## src/rtl/axi4_lite_wr_pkg.sv

```systemverilog
// Shared types and constants for the AXI4-Lite write-command queue.
package axi4_lite_wr_pkg;

    // One-hot output-stage states.
    typedef enum logic [1:0] {
        ST_IDLE    = 2'b01,
        ST_PRESENT = 2'b10
    } wr_state_e;

    localparam int DEFAULT_DEPTH = 16;
    localparam int AXI_ADDR_W    = 32;
    localparam int AXI_DATA_W    = 32;
    localparam int CMD_W         = AXI_ADDR_W + AXI_DATA_W;

    function automatic int ptr_w(input int depth);
        return (depth > 1) ? $clog2(depth) : 1;
    endfunction

endpackage

```

## src/rtl/axi4_lite_wr_cmd_ram.sv

```systemverilog
// Command storage array: synchronous write, asynchronous read.
module axi4_lite_wr_cmd_ram #(
    parameter int DEPTH = 16,
    parameter int WIDTH = 64,
    parameter int AW    = 4
) (
    input  logic             clk,
    input  logic             we,
    input  logic [AW-1:0]    waddr,
    input  logic [WIDTH-1:0] wdata,
    input  logic [AW-1:0]    raddr,
    output logic [WIDTH-1:0] rdata
);

    logic [WIDTH-1:0] mem [DEPTH];

    always_ff @(posedge clk) begin
        if (we) begin
            mem[waddr] <= wdata;
        end
    end

    assign rdata = mem[raddr];

endmodule

```

## src/rtl/axi4_lite_wr_cmd_queue.sv

```systemverilog
// In-order write-command queue feeding the AXI4-Lite write master.
// Optional counters wr_done_cnt/drop_cnt exist when AXI4_LITE_WR_CMD_QUEUE_CNT_EN is defined.
module axi4_lite_wr_cmd_queue
    import axi4_lite_wr_pkg::*;
#(
    parameter int DEPTH  = DEFAULT_DEPTH,
    parameter int ADDR_W = 32,
    parameter int DATA_W = 32
) (
    input  logic                   clk,
    input  logic                   rst,
    input  logic [ADDR_W-1:0]      in_addr,
    input  logic [DATA_W-1:0]      in_data,
    input  logic                   in_valid,
    output logic                   in_ready,
    input  logic                   flush,
    output logic [ADDR_W-1:0]      wr_addr,
    output logic [DATA_W-1:0]      wr_data,
    output logic                   wr_valid,
    input  logic                   wr_ready,
    output logic [$clog2(DEPTH):0] level,
    output logic                   empty,
    output logic                   full,
`ifdef AXI4_LITE_WR_CMD_QUEUE_CNT_EN
    output logic [31:0]            wr_done_cnt,
    output logic [15:0]            drop_cnt,
`endif
    output logic [1:0]             fsm_state
);

    localparam int PTR_W = ptr_w(DEPTH);
    localparam int LVL_W = $clog2(DEPTH) + 1;
    localparam int CW    = ADDR_W + DATA_W;
    localparam logic [LVL_W-1:0] LVL_FULL = LVL_W'(DEPTH);

    // Handshakes: a transfer happens on a rising edge where valid && ready.
    // wr_valid, once high, is never withdrawn and its payload is frozen until wr_ready.
    wr_state_e        state_q, state_d;
    logic [PTR_W-1:0] rd_ptr, wr_ptr;
    logic [LVL_W-1:0] arr_cnt, arr_cnt_d, level_d;
    logic             in_ready_q;
    logic [CW-1:0]    ram_rdata;
    logic             push, pop, arr_empty;
    logic             load_arr, load_in, arr_we;

    assign push      = in_valid && in_ready_q;
    assign pop       = (state_q == ST_PRESENT) && wr_ready;
    assign arr_empty = (arr_cnt == '0);

    always_ff @(posedge clk) begin
        if (rst) begin
            state_q <= ST_IDLE;
        end else begin
            state_q <= state_d;
        end
    end

    always_comb begin
        state_d  = state_q;
        load_arr = 1'b0;
        load_in  = 1'b0;
        arr_we   = 1'b0;
        if (flush) begin
            // A presented head survives flush unless it completes this cycle.
            if (pop) begin
                state_d = ST_IDLE;
            end
        end else if (state_q == ST_IDLE || pop) begin
            if (!arr_empty) begin
                load_arr = 1'b1;
                arr_we   = push;
                state_d  = ST_PRESENT;
            end else if (push) begin
                // Empty array: the command goes straight into the output registers.
                load_in = 1'b1;
                state_d = ST_PRESENT;
            end else begin
                state_d = ST_IDLE;
            end
        end else begin
            arr_we = push;
        end
    end

    always_comb begin
        if (flush) begin
            arr_cnt_d = '0;
        end else begin
            arr_cnt_d = arr_cnt + LVL_W'(arr_we) - LVL_W'(load_arr);
        end
        level_d = arr_cnt_d + LVL_W'(state_d == ST_PRESENT);
    end

    always_ff @(posedge clk) begin
        if (rst) begin
            rd_ptr     <= '0;
            wr_ptr     <= '0;
            arr_cnt    <= '0;
            in_ready_q <= 1'b1;
            wr_addr    <= '0;
            wr_data    <= '0;
        end else begin
            arr_cnt    <= arr_cnt_d;
            in_ready_q <= (level_d != LVL_FULL);
            if (arr_we) begin
                wr_ptr <= wr_ptr + 1'b1;
            end
            if (flush) begin
                rd_ptr <= wr_ptr;
            end else if (load_arr) begin
                rd_ptr <= rd_ptr + 1'b1;
            end
            if (load_arr) begin
                {wr_addr, wr_data} <= ram_rdata;
            end else if (load_in) begin
                {wr_addr, wr_data} <= {in_addr, in_data};
            end
        end
    end

    axi4_lite_wr_cmd_ram #(
        .DEPTH (DEPTH),
        .WIDTH (CW),
        .AW    (PTR_W)
    ) u_ram (
        .clk   (clk),
        .we    (arr_we),
        .waddr (wr_ptr),
        .wdata ({in_addr, in_data}),
        .raddr (rd_ptr),
        .rdata (ram_rdata)
    );

    assign level     = arr_cnt + LVL_W'(state_q == ST_PRESENT);
    assign empty     = (level == '0);
    assign full      = (level == LVL_FULL);
    assign in_ready  = in_ready_q;
    assign wr_valid  = (state_q == ST_PRESENT);
    assign fsm_state = state_q;

`ifdef AXI4_LITE_WR_CMD_QUEUE_CNT_EN
    logic [16:0] drop_sum;

    // Flush drops every array entry plus a push landing in the same cycle.
    assign drop_sum = 17'(drop_cnt) + 17'(arr_cnt) + 17'(push);

    always_ff @(posedge clk) begin
        if (rst) begin
            wr_done_cnt <= '0;
            drop_cnt    <= '0;
        end else begin
            if (pop) begin
                wr_done_cnt <= wr_done_cnt + 32'd1;
            end
            if (flush) begin
                drop_cnt <= drop_sum[16] ? 16'hFFFF : drop_sum[15:0];
            end
        end
    end
`endif

endmodule

```

## config.mk

```make
export PLATFORM = sky130hd
export DESIGN_NAME = axi4_lite_wr_cmd_queue
export DESIGN_NICKNAME = d
export VERILOG_FILES = /design/src/rtl/axi4_lite_wr_pkg.sv /design/src/rtl/axi4_lite_wr_cmd_ram.sv /design/src/rtl/axi4_lite_wr_cmd_queue.sv
export SDC_FILE = /design/constraint.sdc
export NUM_CORES = 1
export LEC_CHECK = 0
export BUFFER_PORTS_ARGS = -buffer_cell sky130_fd_sc_hd__buf_4
export CORE_ASPECT_RATIO = 0.75
export CORE_MARGIN = 2
export CORE_UTILIZATION = 40
export DETAILED_ROUTE_END_ITERATION = 12
export PLACE_DENSITY_LB_ADDON = 0.1
export SLEW_MARGIN = 40
export SYNTH_ARGS = -nofsm -noshare
export SYNTH_HDL_FRONTEND = slang
export SYNTH_SLANG_ARGS = --single-unit
```

## constraint.sdc

```tcl
create_clock -name clk -period 6.9 [get_ports clk]
set_input_delay 1.035 -clock clk [delete_from_list [all_inputs] [get_ports clk]]
set_output_delay 1.035 -clock clk [all_outputs]
set_load 0.02 [all_outputs]
```

==> results_dict.tcl, run 1 <==
set metrics [dict create \
    layout_setup_ws_ns 2.773 \
    fin_crit_ns 4.127 \
    reg2reg_from "arr_cnt[2]$_SDFF_PP0_" \
    min_path_type "reg2reg" \
    synthCells 1939 \
    ios 144 \
    fin_skew_ns 0.03020 \
    die_x_um 381.3 \
    die_h_um 287.0 \
    yosysWarnings 0 \
    slew_headroom_pct 42.65 \
    routed-via-count 19910 \
    post_drt_wl_per_cell_um 27.09 \
    status "completed" \
    cts-root-buf "clkbuf_16" \
    rsz0062_at_grt "no" \
    synthesis.area_sq_um 42700 \
    grt_first_pass_wirelength_um 145200 \
    grt_pass1_vias 21200 \
    n_antenna_cell 0 \
    layout.nets 2218 \
    drtPass1Iterations 5 \
    path_class "reg2reg" \
    grt_max_degree 98 \
    synth_nets 2026 \
    fmax_ghz 0.2423 \
    dp.cells 3435 \
    instances_no_fill 3644 \
    synth_top_area_cell "edfxtp_1" \
    place_area_sq_um 45620 \
    hold_viol_final 0 \
    synth_ff_type "edfxtp_1" \
    finalWeightedCongestion 0.7234 \
    clk_pin_slew_ns 0.06 \
    cp_common_cell "ha_1" \
    antenna_found_initial 1 \
    syn2layout_area_growth_pct 15.23 \
    final_area_sq_um 49210 \
    hp-start "wr_data[3]$_SDFFE_PP0P_" \
    hpwlAfterDp_um 52580 \
    worstPathArrival_ns 4.70 \
    die-area_sq_um 109400 \
    slew_violations 0 \
    path_cells "inv_1 -> ha_1 -> or4b_1 -> a21o_1 -> and2_1 -> inv_1 -> ha_1 -> inv_1 -> ha_1 -> fa_1 -> nor2b_1 -> ha_1 -> nor3_1 -> and4_1 -> and4_1 -> nor3_1" \
    drtIter0Drc 1431 \
    drc 0 \
    cts.sinks 1108 \
    initial_utilization_pct 40.46 \
    critPathMaxStageDelay_ns 0.51 \
    portBuffers 143 \
    cp_max_fo 6 \
    clockBufferDepth 3 \
    antenna_left 0 \
    synth_area_leaders "edfxtp_1 72%, mux4_2 14%, dfxtp_1 3.9%, mux2_2 3.4%, o22ai_2 1.6%" \
    fp-row-count 103 \
    max-vdd-ir-drop_uv 227.9 \
    grt_remaining_overflow 0 \
    track_usage_pct 18.10 \
    p_per_area_nw_per_um2 343.0 \
    routed_wl_um 98720 \
    synth_top_area_share_pct 72.00 \
    clk_latency_ns 0.71 \
    cts_tree "yes" \
    timing.final.crit_share_pct 59.81 \
    setup_viol 0 \
    tightest_slew_ns 0.8602 \
    fillers 8714 \
    dp_slack_ns 2.437 \
    totalPowerFinal_uw 16880 \
    crit_path_top_delay_cell "or4b_1" \
    critPathCaptureType "register" \
    post_cts_buffers 0 \
    syn_avg_cell_area_sq_um 22.02 \
    synthArstFlopShare_pct 0 \
    synth_edf_count 1024 \
    setup_tns_ns 0 \
    startpoint "arr_cnt[2]$_SDFF_PP0_" \
    viasPerCell 5.465 \
    yosysUniqueCellTypes 44 \
    ys_seq_elements 1108 \
    core-area_sq_um 105500 \
    cts_hold_buf 0 \
    yosysSeqAreaShare_pct 75.94 \
    p_leak_uw 0.01528 \
    cp.required_ns 7.47 \
    cts_resized 0 \
    htree_levels 3 \
    drive_above_1_share_pct 36.87 \
    numCtsBuffers 111 \
    cap_violations 0 \
    critPathLaunchType "register" \
]
-- worst max-delay path: cells and delay by family (launching register included) --
| kind | cells | cell delay (ns) |
|---|---|---|
| AOI/OAI and AO/OA | 1 | 0.22 |
| adders and majority gates | 5 | 1.31 |
| buffers and inverters | 3 | 0.23 |
| DFF | 1 | 0.36 |
| and+or+nand+nor | 7 | 1.86 |
-- metrics by stage --
step | utilization [%] | hold slack [ns]
3_5_place_dp | 43.22 | 0.5644
2_1_floorplan | - | 0.5461
3_3_place_gp | 43.03 | 0.5600
5_1_grt | 46.62 | 0.5897
4_1_cts | 46.62 | 0.5747
6_report | 46.62 | 0.5699
-- placed cells by master, fill, tap and decap left out, types with 14 or more instances in the layout --
| master | instances |
|---|---|
| edfxtp_1 | 1024 |
| nor3_1 | 69 |
| clkbuf_1 | 30 |
| buf_4 | 169 |
| o22ai_1 | 74 |
| clkbuf_16 | 112 |
| clkbuf_8 | 16 |
| dfxtp_1 | 81 |
| mux2_2 | 128 |
| o22ai_2 | 54 |
| nor2_1 | 14 |
| ha_1 | 17 |
| clkinv_1 | 14 |
| clkinv_2 | 21 |
| mux4_2 | 256 |
-- per-layer routing --
| layer | GRT usage, % | wire (um) | up-vias |
|---|---|---|---|
| li1 | - | - | 8580 |
| met4 | 4.328 | 2005 | 2 |
| met2 | 29.09 | 47290 | 406 |
| met5 | 0 | 13 | - |
| met3 | 3.298 | 3791 | 135 |
| met1 | 25.76 | 45620 | 10790 |
-- report_power, final --
part | switching [uW] | internal, uW | leakage [uW]
Clock | 2550 | 3380 | 0.00176
Sequential | 212 | 7670 | 0.00990
Combinational | 1630 | 1440 | 0.00361
Total | 4390 | 12500 | 0.0153
-- logic make-up (layout without fill, tap and decap cells) --
kind of cell / after synthesis / in the layout / synth area share [%]
xor+xnor: 11 / 11 / 0.2256
buf+inv: 123 / 411 / 1.585
flops: 1108 / 1108 / 75.94
fa+ha+maj: 18 / 18 / 0.5450
mux: 386 / 386 / 16.92
compound gates: 151 / 151 / 3.027
simple gates: 142 / 142 / 1.752
-- state kept, by name, indices dropped and copies added, names as in the netlist, named ones only --
name and cells:
arr_cnt 5, wr_addr 32, rd_ptr 4, wr_data 32
fsm_state 2, wr_ptr 4, u_ram.mem 1024, in_ready 1
-- cells in the mapped netlist (all sizes together) (11+ instances only) --
| library cell | instances |
|---|---|
| nor2 | 26 |
| edfxtp | 1024 |
| ha | 17 |
| buf | 78 |
| clkbuf | 34 |
| inv | 11 |
| o22ai | 128 |
| nand2 | 12 |
| dfxtp | 84 |
| mux2 | 128 |
| mux4 | 256 |
| nor3 | 73 |
-- worst paths after layout --
path         depth (start not counted)  slack (ns)                       to
max                                 16        2.77      in_ready$_SDFF_PP1_
min                                  2        0.57  wr_data[3]$_SDFFE_PP0P_
max reg2reg                         16        2.77      in_ready$_SDFF_PP1_
min reg2reg                          2        0.57  wr_data[3]$_SDFFE_PP0P_
-- cell type report --
class | count | area (sq um) | area share [%]
Inverter | 11 | 41.29 | 0.08391
Sequential cell | 1108 | 32440 | 65.93
Clock inverter | 52 | 464.2 | 0.9433
Clock buffer | 157 | 3122 | 6.344
Multi-Input combinational cell | 708 | 9727 | 19.77
Timing Repair Buffer | 191 | 1640 | 3.333
Tap cell | 1417 | 1773 | 3.603
Note: power is estimated with default switching activity, not from simulation.
==> inputs of run 2 (changes only) <==
==> constraint.sdc (replaced) <==
create_clock -name clk -period 4.04 [get_ports clk]
set_input_delay 0.606 -clock clk [delete_from_list [all_inputs] [get_ports clk]]
set_output_delay 0.606 -clock clk [all_outputs]
set_load 0.02 [all_outputs]
==> run 2 against run 1 <==
  * Via count increased by 1.9%
  * Design area increased by 1.2%
  * First-iteration DRC count increased by 16%
  * Global-route usage increased by 1.0 points
  * Sequential share of layout area decreased by 0.77 points
  * Cell count increased by 0.49%
  * Non-clock buffer count increased by 14
  * Fmax increased by 7.7%
  * Critical path depth unchanged
  * Routed wire length increased by 5.0%
  * Utilization increased by 0.55 points
  * Largest cell class unchanged
  * Die area unchanged
  * Largest power group unchanged
==> results_dict.tcl, run 2 (same netlist as run 1, synthesis figures left out) <==
set metrics [dict create \
    grt_max_degree 77 \
    post_drt_wl_per_cell_um 28.32 \
    htree_levels 3 \
    antenna_found_initial 5 \
    slew_violations 0 \
    critPathLaunchType "register" \
    dp.cells 3449 \
    numCtsBuffers 112 \
    p_per_area_nw_per_um2 593.7 \
    fin_skew_ns 0.02735 \
    grtUsageMet2_pct 31.58 \
    path_class "reg2reg" \
    worst_hold_path.num_cells 1 \
    fp-row-count 103 \
    grt_pass1_vias 21620 \
    cp_max_fo 6 \
    layout_setup_ws_ns 0.2092 \
    cp.required_ns 4.61 \
    layout_common_cells "1024 x edfxtp_1, 256 x mux4_2, 170 x buf_4" \
    use_met1_pct 26.79 \
    cts_tree "yes" \
    cts_hold_buf 0 \
    slew_headroom_pct 45.18 \
    final_common_cell "edfxtp_1" \
    die_h_um 287.0 \
    cts.sinks 1108 \
    p_leak_uw 0.01548 \
    tightest_slew_ns 0.8224 \
    grt_first_pass_wirelength_um 151300 \
    ff2ff_path_depth 16 \
    setup_tns_ns 0 \
    setup_viol 0 \
    drtIter0Drc 1658 \
    die-area_sq_um 109400 \
    critPathCaptureType "register" \
    use_met3_pct 3.386 \
    layout.nets 2233 \
    grt_remaining_overflow 0 \
    regMostFlops "u_ram.mem" \
    viasPerCell 5.543 \
    fmax_ghz 0.2610 \
    worstPathArrival_ns 4.40 \
    clockBufferDepth 3 \
    totalPowerFinal_uw 29560 \
    cap_violations 0 \
    cts-root-buf "clkbuf_16" \
    routed_wl_um 103700 \
    max-vdd-ir-drop_uv 343.7 \
    die_x_um 381.3 \
    busiest_layer "met2" \
    drive_above_1_share_pct 37.52 \
    syn2layout_area_growth_pct 16.59 \
    hpwlAfterDp_um 50830 \
    hold_viol_final 0 \
    ios 144 \
    top_regs "u_ram.mem x1024, wr_addr x32, wr_data x32" \
    track_usage_pct 19.12 \
    instances_no_fill 3662 \
    min_path_type "in2reg" \
    drc 0 \
    dp_slack_ns 0.1039 \
    largest_reg_flops 1024 \
    status "completed" \
    clk_pin_slew_ns 0.06 \
    antenna_left 0 \
    finalWeightedCongestion 0.7204 \
    fin_crit_ns 3.831 \
    clk_latency_ns 0.71 \
    core-area_sq_um 105500 \
    portBuffers 143 \
    initial_utilization_pct 40.46 \
    timing.final.crit_share_pct 94.82 \
    routed-via-count 20300 \
    drtPass1Iterations 4 \
]
==> run 2: cell types whose count changed in the layout (fill, tap and decap cells not counted), sizes merged <==
cell | before | now
buf | 190 | 205
bufinv | 6 | 11
inv | 15 | 13
clkinv | 39 | 38
diode | 0 | 1
==> run 2: what timing repair did <==
item / CTS / global route
setup buffers: 0 / 0
resized for setup: 0 / 5
endpoints found under the setup margin: 0 / 1
==> run 2: layer usage <==
| metal | share of wire [%] | vias up |
|---|---|---|
| li1 | - | 8608 |
| met1 | 45 | 11080 |
| met2 | 49 | 458 |
| met3 | 4.4 | 148 |
| met4 | 1.8 | 8 |
| met5 | 0.053 | - |
==> run 2: worst max-delay path: stages, from the launching register on <==
cell and delay [ns]:
dfxtp_1 0.36, inv_1 0.09, ha_1 0.16, or4b_4 0.48, a21o_1 0.21, and2_1 0.22, inv_1 0.08, ha_1 0.22
inv_1 0.08, ha_2 0.20, fa_1 0.42, nor2b_2 0.19, ha_1 0.33, nor3_4 0.23, and4_1 0.20, and4_1 0.19
nor3_1 0.05
==> run 2: final timing paths <==
kind / startpoint / end / slack [ns]
setup / recovery: arr_cnt[3]$_SDFF_PP0_ / in_ready$_SDFF_PP1_ / 0.21
hold / removal: in_addr[29] / u_ram.mem[4][61]$_DFFE_PP_ / 0.21
setup reg to reg: arr_cnt[3]$_SDFF_PP0_ / in_ready$_SDFF_PP1_ / 0.21
hold reg to reg: wr_addr[26]$_SDFFE_PP0P_ / wr_addr[26]$_SDFFE_PP0P_ / 0.57
==> run 2: through the flow <==
stage	hold WS, ns	instance area [sq um]	util, %
2_1_floorplan	0.5461	42730	-
3_5_place_dp	0.5663	46000	43.58
4_1_cts	0.1578	49770	47.15
6_report	0.2145	49790	47.17
5_1_grt	0.1750	49790	47.17
3_3_place_gp	0.5620	45910	43.49
==> run 2: area by class of cell <==
class,instances,area [sq um]
fillers,8756,55760
clock inverters,54,584.3
well taps,1417,1773
repair buffers,205,1987
multi-input cells,708,9772
inverters,11,41.29
flip-flops and latches,1108,32440
clock buffers,158,3188
diodes,1,2.502
==> run 2: power by group <==
| part | switching (uW) | internal, uW |
|---|---|---|
| Clock | 4340 | 6190 |
| Combinational | 2900 | 2620 |
| Sequential | 398 | 13100 |
